$ cat src/rtl/key_debounce_capture.sv
// key_debounce_capture
// Synchronises, debounces and counts presses on up to four push-buttons and
// packs the result into the 32-bit word polled by the host through the button
// PIO. Layout of buttons_out:
//   [N_KEYS-1:0]     debounced pressed level per key
//   [19+4i:16+4i]    4-bit wrapping press counter of key i
//   all other bits   0
module key_debounce_capture #(
   parameter int N_KEYS          = 4,
   parameter int DEBOUNCE_CYCLES = 500000,
   parameter bit KEYS_ACTIVE_LOW = 1'b1
) (
   input  logic              clk_clk,
   input  logic              reset_reset_n,
   input  logic [N_KEYS-1:0] key_in,
   output logic [31:0]       buttons_out,
   output logic [N_KEYS-1:0] press_pulse
);

   // The counter only has to reach DEBOUNCE_CYCLES-1, the cycle on which the
   // new level is accepted.
   localparam int CNT_W = (DEBOUNCE_CYCLES > 1) ? $clog2(DEBOUNCE_CYCLES) : 1;
   localparam logic [CNT_W-1:0] CNT_LAST = CNT_W'(DEBOUNCE_CYCLES - 1);

   // Raw pin level of a released key; XOR with it turns "pressed" into 1.
   localparam logic [N_KEYS-1:0] RELEASED_RAW = {N_KEYS{KEYS_ACTIVE_LOW}};

   logic [N_KEYS-1:0] sync1_q, sync1_d;
   logic [N_KEYS-1:0] sync2_q, sync2_d;
   logic [N_KEYS-1:0] stable_q, stable_d;
   logic [N_KEYS-1:0] press_pulse_q, press_pulse_d;
   logic [CNT_W-1:0]  deb_cnt_q [N_KEYS];
   logic [CNT_W-1:0]  deb_cnt_d [N_KEYS];
   logic [3:0]        presses_q [N_KEYS];
   logic [3:0]        presses_d [N_KEYS];
   logic [31:0]       buttons_out_q, buttons_out_d;
   logic [N_KEYS-1:0] key_norm;

   // Two-flop synchroniser on the raw asynchronous pins.
   always_comb begin
      sync1_d = key_in;
      sync2_d = sync1_q;
   end

   // Per-key debounce: a level that disagrees with the accepted state for
   // DEBOUNCE_CYCLES consecutive cycles becomes the new accepted state; a
   // release-to-press acceptance bumps the press counter and fires the strobe.
   always_comb begin
      key_norm = sync2_q ^ RELEASED_RAW;
      for (int i = 0; i < N_KEYS; i++) begin
         stable_d[i]      = stable_q[i];
         deb_cnt_d[i]     = '0;
         presses_d[i]     = presses_q[i];
         press_pulse_d[i] = 1'b0;
         if (key_norm[i] != stable_q[i]) begin
            if (deb_cnt_q[i] == CNT_LAST) begin
               stable_d[i] = ~stable_q[i];
               if (!stable_q[i]) begin
                  presses_d[i]     = presses_q[i] + 4'd1;
                  press_pulse_d[i] = 1'b1;
               end
            end else begin
               deb_cnt_d[i] = deb_cnt_q[i] + CNT_W'(1);
            end
         end
      end
   end

   // Pack the next-state values so the host word changes on the same edge
   // as the accepted level.
   always_comb begin
      buttons_out_d = '0;
      for (int i = 0; i < N_KEYS; i++) begin
         buttons_out_d[i]            = stable_d[i];
         buttons_out_d[16+4*i +: 4]  = presses_d[i];
      end
   end

   // State registers; reset returns everything to the released, idle state.
   always_ff @(posedge clk_clk) begin
      if (!reset_reset_n) begin
         sync1_q       <= RELEASED_RAW;
         sync2_q       <= RELEASED_RAW;
         stable_q      <= '0;
         press_pulse_q <= '0;
         buttons_out_q <= '0;
         for (int i = 0; i < N_KEYS; i++) begin
            deb_cnt_q[i] <= '0;
            presses_q[i] <= '0;
         end
      end else begin
         sync1_q       <= sync1_d;
         sync2_q       <= sync2_d;
         stable_q      <= stable_d;
         press_pulse_q <= press_pulse_d;
         buttons_out_q <= buttons_out_d;
         for (int i = 0; i < N_KEYS; i++) begin
            deb_cnt_q[i] <= deb_cnt_d[i];
            presses_q[i] <= presses_d[i];
         end
      end
   end

   assign buttons_out = buttons_out_q;
   assign press_pulse = press_pulse_q;

endmodule

$ cat config.mk
export PLATFORM = sky130hd
export DESIGN_NAME = key_debounce_capture
export DESIGN_NICKNAME = d
export VERILOG_FILES = /design/src/rtl/key_debounce_capture.sv
export SDC_FILE = /design/constraint.sdc
export NUM_CORES = 1
export LEC_CHECK = 0
export CAP_MARGIN = 10
export CELL_PAD_IN_SITES_DETAIL_PLACEMENT = 1
export CELL_PAD_IN_SITES_GLOBAL_PLACEMENT = 2
export CORE_MARGIN = 5
export CORE_UTILIZATION = 32
export CTS_CLUSTER_SIZE = 8
export DETAILED_ROUTE_END_ITERATION = 8
export PLACE_DENSITY = 0.82
export SYNTH_ARGS = -nofsm -noshare
export SYNTH_HDL_FRONTEND = slang
export SYNTH_SLANG_ARGS = --single-unit
$ cat constraint.sdc
create_clock -name clk_clk -period 2.1 [get_ports clk_clk]
set_input_delay 0.315 -clock clk_clk [delete_from_list [all_inputs] [get_ports clk_clk]]
set_output_delay 0.315 -clock clk_clk [all_outputs]
set_load 0.005 [all_outputs]
=== Word level (Yosys, flattened, before mapping) ===
Memory sizes are Yosys's and may differ from the RTL's.
Index checks and enable logic that the tools add are counted.

* Register bits after elaboration: 48
* Output and inout port bits: 36
* Input bits: 6
* Memory bits (writable): 92
* Memories kept: 2

* Bitwise gates (word level): 13
* Eq/ne operators: 8
* Muxes and demuxes: 42
* $add $sub $neg: 8
* Reduce and logical (&&, ||, !) cells: 4

{| class="wikitable"
|+ Memory list
! memory !! depth !! bits a word !! rd ports !! clocked after Yosys merged registers in !! wr ports !! RTL line !! RTL
|-
| deb_cnt_q || 4 || 19 || 4 || 0 || 4 || 32 || <nowiki>logic [CNT_W-1:0] deb_cnt_q [N_KEYS];</nowiki>
|-
| presses_q || 4 || 4 || 4 || 0 || 4 || 34 || <nowiki>logic [3:0] presses_q [N_KEYS];</nowiki>
|}

{| class="wikitable"
|+ Operators by type and width
! kind !! number
|-
| $mux 19 || 12
|-
| $add 19x1->19 const B || 4
|-
| $eq 19x19->1 const B || 4
|-
| $mux 4 || 16
|-
| $add 4x1->4 const B || 4
|-
| $mux 1 || 14
|-
| $reduce_and 3->1 || 4
|-
| $or 1x1->1 || 8
|-
| $ne 1x1->1 || 4
|-
| $not 1->1 || 4
|-
| $not 4->4 || 1
|}

=== Logic depth before layout (Yosys ltp) ===
Gate-level depths: netlist of run 1.
An unclocked memory read counts as a cell.

* Depth in word-level cells: 6
* Mapped depth: 7

=== Least setup slack after synthesis of run 1 ===
OpenSTA, ideal clock, no wires.

* Path type: register -> register
* From: memory deb_cnt_q[3][5] (netlist bit)
* To: register buttons_out_q[31] (netlist: buttons_out[31])
* Required time: 2.029 ns
* Path buffers: 2
* Arrival: 2.083 ns
* Stages on the path, launching flop included: 7
* Path slack: -0.053 ns
* Cell sequence: dfxtp_1 buf_6 or4_4 or4_1 buf_2 or4_1 a21oi_1

{| class="wikitable"
|+ RTL lines
! element !! RTL line !! RTL
|-
| start: declaration || 32 ||
|-
| end signal: assignment || 96 || <nowiki>buttons_out_q <= buttons_out_d;</nowiki>
|-
| end: declaration || 36 || <nowiki>logic [31:0] buttons_out_q, buttons_out_d;</nowiki>
|}

==> results of run 1 <==
## logic make-up after synthesis
group / after synthesis
adders and majority gates: 8
xor gates and xnor gates: 50
buffers and inverters: 50
DFF: 108
other: 1
AOI/OAI and AO/OA: 85
and+or+nand+nor: 254
## cell type report
type / count / area, sq um / area share [%]
multi-input combinational: 409 / 2520 / 43.4
inverter: 15 / 56.3 / 0.970
tap: 188 / 235 / 4.05
timing repair buffer: 56 / 518 / 8.93
clock buffer: 13 / 270 / 4.66
sequential: 108 / 2160 / 37.3
clock inverter: 3 / 43.8 / 0.755
## critical path, cell delays in order (launching register included)
cell and delay (ps):
sky130_fd_sc_hd__dfxtp_1 320, sky130_fd_sc_hd__or4_4 530, sky130_fd_sc_hd__or4_4 480, sky130_fd_sc_hd__or4_4 530, sky130_fd_sc_hd__a21oi_2 130
## synth_stat cells (4+ instances only)
master | count | area (sq um)
sky130_fd_sc_hd__xor2_1 | 28 | 245
sky130_fd_sc_hd__nor2_1 | 65 | 244
sky130_fd_sc_hd__ha_1 | 8 | 100
sky130_fd_sc_hd__inv_1 | 15 | 56.3
sky130_fd_sc_hd__nor4_1 | 11 | 68.8
sky130_fd_sc_hd__clkbuf_1 | 16 | 60.1
sky130_fd_sc_hd__and3_1 | 5 | 31.3
sky130_fd_sc_hd__xnor2_1 | 22 | 193
sky130_fd_sc_hd__o21ai_0 | 23 | 115
sky130_fd_sc_hd__nor3_1 | 9 | 45.0
sky130_fd_sc_hd__nand2_1 | 25 | 93.8
sky130_fd_sc_hd__or4_1 | 20 | 150
sky130_fd_sc_hd__nand4_1 | 28 | 175
sky130_fd_sc_hd__or3_1 | 18 | 113
sky130_fd_sc_hd__dfxtp_1 | 108 | 2160
sky130_fd_sc_hd__o31ai_1 | 14 | 105
sky130_fd_sc_hd__buf_4 | 12 | 90.1
sky130_fd_sc_hd__and4_1 | 10 | 87.6
sky130_fd_sc_hd__nand2b_1 | 9 | 56.3
sky130_fd_sc_hd__buf_2 | 4 | 20.0
sky130_fd_sc_hd__and2_1 | 5 | 31.3
sky130_fd_sc_hd__nand3_1 | 33 | 165
sky130_fd_sc_hd__a21oi_1 | 39 | 195
## worst max-delay path by stage
stage,start,endpoint,slack (ps),depth (start not counted)
after floorplan,deb_cnt_q[3][5]$_SDFF_PP0_,buttons_out[31]$_SDFFE_PN0P_,-50,6
after global placement,deb_cnt_q[2][9]$_SDFF_PP0_,buttons_out[27]$_SDFFE_PN0P_,100,4
after detailed placement,reset_reset_n,deb_cnt_q[3][18]$_SDFF_PP0_,30,5
after CTS,deb_cnt_q[2][9]$_SDFF_PP0_,stable_q[2]$_SDFFE_PN0P_,20,5
after global routing,deb_cnt_q[3][5]$_SDFF_PP0_,buttons_out[31]$_SDFFE_PN0P_,5,4
final,deb_cnt_q[3][5]$_SDFF_PP0_,buttons_out[31]$_SDFFE_PN0P_,50,4
## routing by layer
metal | routed length [microns] | up-vias | part of all wire (%)
met2 | 5950 | 46 | 51
li1 | - | 2052 | -
met1 | 5140 | 1994 | 44
met5 | 0 | - | 0
met3 | 415 | 19 | 3.5
met4 | 214 | 0 | 1.8
## registers in the layout, summed over array words and instances, names as in the netlist
signal / count
sync2_q: 4
stable_q: 3
sync1_q: 4
press_pulse: 4
deb_cnt_q: 76
buttons_out: 17
## stage by stage
stage               worst slack (ps)  instances  cell area, sq um
floorplan                      -51.5        567              4900
CTS                             18.4        792              5770
global route                    5.48        792              5800
global placement                98.2        776              5450
finish                          49.3        792              5800
detailed placement              28.2        776              5450
## power by group
group          switching, uW  total, uW  internal [uW]  leakage, uW
Combinational           40.1       66.3           26.1     0.000776
Clock                    774       1800           1020     0.000156
Sequential              5.75       2060           2060     0.000872
## repair_timing
| action | 4_1_cts | 5_1_grt |
|---|---|---|
| endpoints found under the hold margin | 0 | 0 |
| setup endpoints to repair | 0 | 9 |
| buffers inserted | 0 | 0 |
| resized for setup | 0 | 8 |
==> metrics.txt, run 1 <==
# TYPE chip_impl_metric gauge
chip_impl_info{name="run_status",value="complete, no violations"} 1
chip_impl_metric{name="numClockSinks",unit=""} 108
chip_impl_metric{name="critical_path_peak_fanout",unit=""} 8
chip_impl_metric{name="p_per_area",unit="nW/um^2"} 677
chip_impl_metric{name="ys_async_sr_fraction",unit="%"} 0
chip_impl_metric{name="floorplan.initialDensity",unit="%"} 32.2
chip_impl_info{name="critPathKind",value="flop to flop"} 1
chip_impl_metric{name="worstPathArrival",unit="ps"} 2340
chip_impl_metric{name="skew",unit="ps"} 7.48
chip_impl_metric{name="worst_skew_pair.late_latency",unit="ps"} 360
chip_impl_metric{name="dieArea",unit="sq um"} 17700
chip_impl_metric{name="fin_util",unit="%"} 38.6
chip_impl_metric{name="yosys-mux-area-fraction",unit="%"} 0
chip_impl_info{name="whs_endpoint",value="sync2_q[0]$_SDFF_PN1_"} 1
chip_impl_metric{name="timing.hold.ws",unit="ps"} 411
chip_impl_info{name="tritoncts",value="yes"} 1
chip_impl_metric{name="num_vias",unit=""} 4111
chip_impl_info{name="worst_hold_path_type",value="flop to flop"} 1
chip_impl_metric{name="mean_instance_size_in_the_synthesized_netlist",unit="sq um"} 8.71
chip_impl_metric{name="routedWlPerCell",unit="microns"} 14.8
chip_impl_metric{name="critPathRequiredTime",unit="ps"} 2390
chip_impl_metric{name="grt_use_met2",unit="%"} 24.2
chip_impl_info{name="clk_root_buffer_cell",value="sky130_fd_sc_hd__clkbuf_16"} 1
chip_impl_metric{name="finish.net_count",unit=""} 613
chip_impl_metric{name="area.growth.synth_to_final",unit="%"} 19.8
chip_impl_metric{name="dieHeight",unit="microns"} 133
chip_impl_metric{name="post-route-drc-count",unit=""} 0
chip_impl_metric{name="cts_h_tree_lvls",unit=""} 3
chip_impl_metric{name="post_cts_hold_buffer_count",unit=""} 0
chip_impl_metric{name="timing.final.max_slew_violations",unit=""} 0
chip_impl_metric{name="firstDrtPassIters",unit=""} 4
chip_impl_metric{name="antennaDiodeCount",unit=""} 0
chip_impl_info{name="critical_path.reg2reg.startpoint",value="deb_cnt_q[3][5]$_SDFF_PP0_"} 1
chip_impl_info{name="worstReg2RegEnd",value="buttons_out[31]$_SDFFE_PN0P_"} 1
chip_impl_metric{name="total_track_usage",unit="%"} 13.7
chip_impl_metric{name="antenna_violations_before_repair",unit=""} 0
chip_impl_metric{name="total_power",unit="uW"} 3930
chip_impl_metric{name="placeableCoreArea",unit="sq um"} 15000
chip_impl_metric{name="global_route_wire_length_before_repair",unit="microns"} 20200
chip_impl_metric{name="rr_worst_depth",unit=""} 4
chip_impl_metric{name="globalRouteMet3Util",unit="%"} 3.50
chip_impl_info{name="rsz0062_at_grt",value="false"} 1
chip_impl_metric{name="grt_max_degree",unit=""} 24
chip_impl_metric{name="rows",unit=""} 45
chip_impl_metric{name="worst-r2r-setup-slack",unit="ps"} 50
chip_impl_metric{name="clock.fmax",unit="GHz"} 0.488
chip_impl_info{name="combinational_family_with_the_most_area_after_synthesis",value="simple AND/OR/NAND/NOR gates"} 1
chip_impl_metric{name="chipWidth",unit="microns"} 133
chip_impl_metric{name="first_global_vias",unit=""} 4275
chip_impl_metric{name="post_synth_inst_count",unit=""} 556
chip_impl_metric{name="place_hpwl",unit="microns"} 8610
chip_impl_metric{name="port_buffers",unit=""} 29
chip_impl_metric{name="grt_overflow_total",unit=""} 0
chip_impl_metric{name="irDropWorstVdd",unit="V"} 0.000454
chip_impl_info{name="synth-main-ff-cell",value="sky130_fd_sc_hd__dfxtp_1"} 1
chip_impl_metric{name="filler_cell_count",unit=""} 1747
chip_impl_metric{name="ys_seq_area_share",unit="%"} 44.7
chip_impl_metric{name="drt_wl_total",unit="microns"} 11700
chip_impl_metric{name="synth.cell_area",unit="sq um"} 4840
chip_impl_metric{name="finalCritPeriodShare",unit="%"} 97.7
chip_impl_info{name="grt_most_used_layer",value="met2"} 1
chip_impl_metric{name="io_pins",unit=""} 42
chip_impl_info{name="timing.critical_path.from_type",value="flop"} 1
chip_impl_metric{name="synth-seq-cells",unit=""} 108
chip_impl_metric{name="clockBufferDepth",unit=""} 2
chip_impl_metric{name="arithmetic_cell_share_of_the_synthesized_area_counting_full_adders_half_adders_and_majority_gates",unit="%"} 2.07
chip_impl_info{name="end_kind",value="flop"} 1
chip_impl_metric{name="final_period_minus_worst_setup_slack",unit="ps"} 2050
chip_impl_metric{name="post_synth_and_or_nand_nor_area_fraction",unit="%"} 28.8
chip_impl_metric{name="setup-violations-final",unit=""} 0
chip_impl_info{name="min_from",value="sync1_q[0]$_SDFF_PN1_"} 1
chip_impl_metric{name="drtIter0Drc",unit=""} 174
chip_impl_metric{name="drtAntennaViolNets",unit=""} 0
chip_impl_metric{name="max_cap_violations",unit=""} 0
chip_impl_metric{name="report.final.hold_viol_count",unit=""} 0
chip_impl_metric{name="post_synth_num_cell_types",unit=""} 42
chip_impl_metric{name="layout_cells_sized_above_1",unit="%"} 9.27
chip_impl_metric{name="groute.layer.met1.usage",unit="%"} 16.0
chip_impl_metric{name="synth_xor_xnor_area_share",unit="%"} 9.04
chip_impl_metric{name="synth_compound_gate_area_share",unit="%"} 10.2
chip_impl_metric{name="viasPerCell",unit=""} 5.19
chip_impl_metric{name="yosysWarnings",unit=""} 0
chip_impl_info{name="most-common-layout-cells",value="sky130_fd_sc_hd__dfxtp_1 (108), sky130_fd_sc_hd__nor2_1 (65), sky130_fd_sc_hd__a21oi_1 (37)"} 1
chip_impl_metric{name="global_placer_s_final_weighted_congestion",unit=""} 0.761
chip_impl_metric{name="synth_enable_flop_cells",unit=""} 0
chip_impl_metric{name="hold_path_depth",unit=""} 1
chip_impl_metric{name="clock_pin_slew_on_the_worst_setup_and_hold_paths",unit="ps"} 70
chip_impl_metric{name="leakagePower",unit="uW"} 0.00180
chip_impl_metric{name="setup-tns-final",unit="ps"} 0
chip_impl_metric{name="tritoncts.num_buffers",unit=""} 9
chip_impl_info{name="most_common_cell_after_layout_fill_and_taps_aside",value="sky130_fd_sc_hd__dfxtp_1"} 1
No activity file was read; power rests on OpenSTA's default activity.
==> run 2, diff against run 1 <==
--- a/config.mk
+++ b/config.mk
@@ -9,10 +9,10 @@
 export CELL_PAD_IN_SITES_DETAIL_PLACEMENT = 1
 export CELL_PAD_IN_SITES_GLOBAL_PLACEMENT = 2
 export CORE_MARGIN = 5
-export CORE_UTILIZATION = 32
+export CORE_UTILIZATION = 35
 export CTS_CLUSTER_SIZE = 8
 export DETAILED_ROUTE_END_ITERATION = 8
-export PLACE_DENSITY = 0.82
+export PLACE_DENSITY = 0.84
 export SYNTH_ARGS = -nofsm -noshare
 export SYNTH_HDL_FRONTEND = slang
 export SYNTH_SLANG_ARGS = --single-unit
==> constraint.sdc (replaced) <==
create_clock -name clk_clk -period 2.2 [get_ports clk_clk]
set_input_delay 0.33 -clock clk_clk [delete_from_list [all_inputs] [get_ports clk_clk]]
set_output_delay 0.33 -clock clk_clk [all_outputs]
set_load 0.005 [all_outputs]
==> run 2 against run 1 <==
Routed wire length decreased by 0.54%. Critical path depth stayed put. Utilization is 2.9 points higher. Largest cell class unchanged. Highest routed layer unchanged. Worst hold slack about the same. First-iteration DRC count up 14%. Global-route usage rose by 1.5 points. Sequential share of layout area is 0.70 points higher. Maximum frequency decreased by 2.6%. Sequential power decreased by 4%. Count of clock-buffer cells in the layout shrank 1. Via count is 0.73% lower. Largest power group unchanged. Sequential cell count stayed put. Critical endpoint unchanged.
==> metrics.txt, run 2 (synthesis results as in run 1) <==
# TYPE chip_impl_metric gauge
chip_impl_metric{name="critical_path_peak_fanout",unit=""} 5
chip_impl_info{name="top_register",value="deb_cnt_q"} 1
chip_impl_metric{name="total_track_usage",unit="%"} 15.3
chip_impl_metric{name="cts_h_tree_lvls",unit=""} 3
chip_impl_metric{name="num_vias",unit=""} 4081
chip_impl_metric{name="setup-violations-final",unit=""} 0
chip_impl_info{name="min_from",value="sync1_q[1]$_SDFF_PN1_"} 1
chip_impl_metric{name="grt_overflow_total",unit=""} 0
chip_impl_metric{name="worst_slack",unit="ps"} 95.4
chip_impl_metric{name="drtAntennaViolNets",unit=""} 0
chip_impl_metric{name="finish.net_count",unit=""} 611
chip_impl_metric{name="drtIter0Drc",unit=""} 199
chip_impl_metric{name="clock_pin_slew_on_the_worst_setup_and_hold_paths",unit="ps"} 70
chip_impl_metric{name="dieArea",unit="sq um"} 16300
chip_impl_metric{name="timing.final.max_slew_violations",unit=""} 0
chip_impl_info{name="worst_hold_path_type",value="flop to flop"} 1
chip_impl_metric{name="skew",unit="ps"} 8.86
chip_impl_metric{name="area.growth.synth_to_final",unit="%"} 17.6
chip_impl_metric{name="clock.fmax",unit="GHz"} 0.475
chip_impl_metric{name="tritoncts.num_buffers",unit=""} 9
chip_impl_metric{name="post-route-drc-count",unit=""} 0
chip_impl_metric{name="place_hpwl",unit="microns"} 8500
chip_impl_info{name="end_kind",value="flop"} 1
chip_impl_metric{name="numClockSinks",unit=""} 108
chip_impl_metric{name="irDropWorstVdd",unit="V"} 0.000369
chip_impl_metric{name="max-slew-margin-rel",unit="%"} 61.0
chip_impl_metric{name="hold_path_depth",unit=""} 1
chip_impl_metric{name="global_placer_s_final_weighted_congestion",unit=""} 0.759
chip_impl_metric{name="post-route-cell-area",unit="sq um"} 5700
chip_impl_metric{name="placed_cells_incl_taps",unit=""} 766
chip_impl_info{name="critPathKind",value="flop to flop"} 1
chip_impl_metric{name="p_per_area",unit="nW/um^2"} 643
chip_impl_metric{name="port_buffers",unit=""} 29
chip_impl_info{name="clk_root_buffer_cell",value="sky130_fd_sc_hd__clkbuf_16"} 1
chip_impl_metric{name="worst-r2r-setup-slack",unit="ps"} 100
chip_impl_metric{name="placedInstanceArea",unit="sq um"} 5390
chip_impl_metric{name="grt_max_degree",unit=""} 24
chip_impl_metric{name="clockBufferDepth",unit=""} 2
chip_impl_info{name="run_status",value="complete, no violations"} 1
chip_impl_metric{name="firstDrtPassIters",unit=""} 4
chip_impl_metric{name="chipWidth",unit="microns"} 128
chip_impl_metric{name="fin_util",unit="%"} 41.5
chip_impl_metric{name="viasPerCell",unit=""} 5.23
chip_impl_metric{name="timing_worst_slew_pin_value",unit="ps"} 585
chip_impl_metric{name="max_cap_violations",unit=""} 0
chip_impl_metric{name="rows",unit=""} 43
chip_impl_info{name="rsz0062_at_grt",value="false"} 1
chip_impl_metric{name="antenna_violations_before_repair",unit=""} 0
chip_impl_metric{name="layout_cells_sized_above_1",unit="%"} 7.67
chip_impl_metric{name="global_route_wire_length_before_repair",unit="microns"} 20300
chip_impl_info{name="worstReg2RegEnd",value="buttons_out[31]$_SDFFE_PN0P_"} 1
chip_impl_info{name="tritoncts",value="yes"} 1
chip_impl_metric{name="post-cts-setup-buffer-count",unit=""} 0
chip_impl_metric{name="largest_reg_flops",unit=""} 76
chip_impl_metric{name="routedWlPerCell",unit="microns"} 14.9
chip_impl_info{name="critical_path.reg2reg.startpoint",value="deb_cnt_q[3][9]$_SDFF_PP0_"} 1
chip_impl_metric{name="leakagePower",unit="uW"} 0.00176
chip_impl_metric{name="worstPathArrival",unit="ps"} 2380
chip_impl_info{name="most_common_cell_after_layout_fill_and_taps_aside",value="sky130_fd_sc_hd__dfxtp_1"} 1
chip_impl_metric{name="placeableCoreArea",unit="sq um"} 13700
chip_impl_metric{name="rr_worst_depth",unit=""} 4
chip_impl_metric{name="io_pins",unit=""} 42
chip_impl_metric{name="first_global_vias",unit=""} 4242
chip_impl_metric{name="finalCritPeriodShare",unit="%"} 95.7
chip_impl_metric{name="preCtsSetupSlack",unit="ps"} -7.44
chip_impl_metric{name="antennaDiodeCount",unit=""} 0
chip_impl_info{name="timing.critical_path.from_type",value="flop"} 1
chip_impl_info{name="most-common-layout-cells",value="sky130_fd_sc_hd__dfxtp_1 (108), sky130_fd_sc_hd__nor2_1 (65), sky130_fd_sc_hd__a21oi_1 (39)"} 1
chip_impl_metric{name="worst_skew_pair.late_latency",unit="ps"} 360
chip_impl_metric{name="layout.cells.non_filler",unit=""} 780
chip_impl_metric{name="final_period_minus_worst_setup_slack",unit="ps"} 2100
chip_impl_info{name="whs_endpoint",value="sync2_q[1]$_SDFF_PN1_"} 1
chip_impl_metric{name="floorplan.initialDensity",unit="%"} 35.3
chip_impl_metric{name="total_power",unit="uW"} 3660
chip_impl_metric{name="critPathRequiredTime",unit="ps"} 2480
chip_impl_metric{name="report.final.hold_viol_count",unit=""} 0
chip_impl_info{name="critPathLaunch",value="deb_cnt_q[3][9]$_SDFF_PP0_"} 1
chip_impl_metric{name="dieHeight",unit="microns"} 128
chip_impl_metric{name="drt_wl_total",unit="microns"} 11700
-- run 2: changes by cell type in the layout (fill, tap and decap cells not counted), sizes merged --
cell,previous run,this run
buf,27,25
clkinv,2,1
clkbuf,13,12
-- run 2: stage by stage --
| step | hold slack (ps) | setup TNS, ps |
|---|---|---|
| global placement | 394 | 0 |
| detailed placement | 397 | -7.44 |
| CTS | 414 | 0 |
| finish | 411 | 0 |
| floorplan | 386 | 0 |
| global route | 431 | 0 |
-- run 2: worst max path at each step --
stage                                         endpoint  slack, ps  depth (start not counted)
final                     buttons_out[31]$_SDFFE_PN0P_        100                          4
after floorplan           buttons_out[31]$_SDFFE_PN0P_         50                          6
after global routing      buttons_out[27]$_SDFFE_PN0P_          9                          4
after detailed placement  buttons_out[27]$_SDFFE_PN0P_         -7                          4
after CTS                 buttons_out[23]$_SDFFE_PN0P_         90                          5
after global placement    buttons_out[27]$_SDFFE_PN0P_         60                          4
-- run 2: layout make-up --
class	instances	area (sq um)
fillers	1636	8020
multi-input cells	409	2480
flip-flops and latches	108	2160
repair buffers	54	478
clock buffers	12	256
well taps	180	225
inverters	15	56.3
clock inverters	2	35.0
-- run 2: report_power, final --
part	switching (uW)	internal, uW	leakage, uW
clock network	707	931	0.000145
logic	36.6	21.0	0.000743
registers	5.66	1960	0.000872
total	750	2920	0.00176
-- run 2: what timing repair did --
item	4_1_cts	5_1_grt
endpoints found under the setup margin	1	2
hold buffers	0	0
pin swaps	0	0
resized for setup	1	2
-- run 2: worst max-delay path, cell delays in order, from the launching register on --
cell	delay, ps
sky130_fd_sc_hd__dfxtp_1	350
sky130_fd_sc_hd__or4_4	490
sky130_fd_sc_hd__or4_1	490
sky130_fd_sc_hd__or4_1	530
sky130_fd_sc_hd__a21oi_1	160
-- run 2: layer usage --
metal	vias up	GRT usage, %	wire [microns]
met5	-	0	0
met4	0	4.68	170
met3	13	3.51	368
met2	38	27.3	5880
met1	1981	18.1	5240
li1	2049	-	-
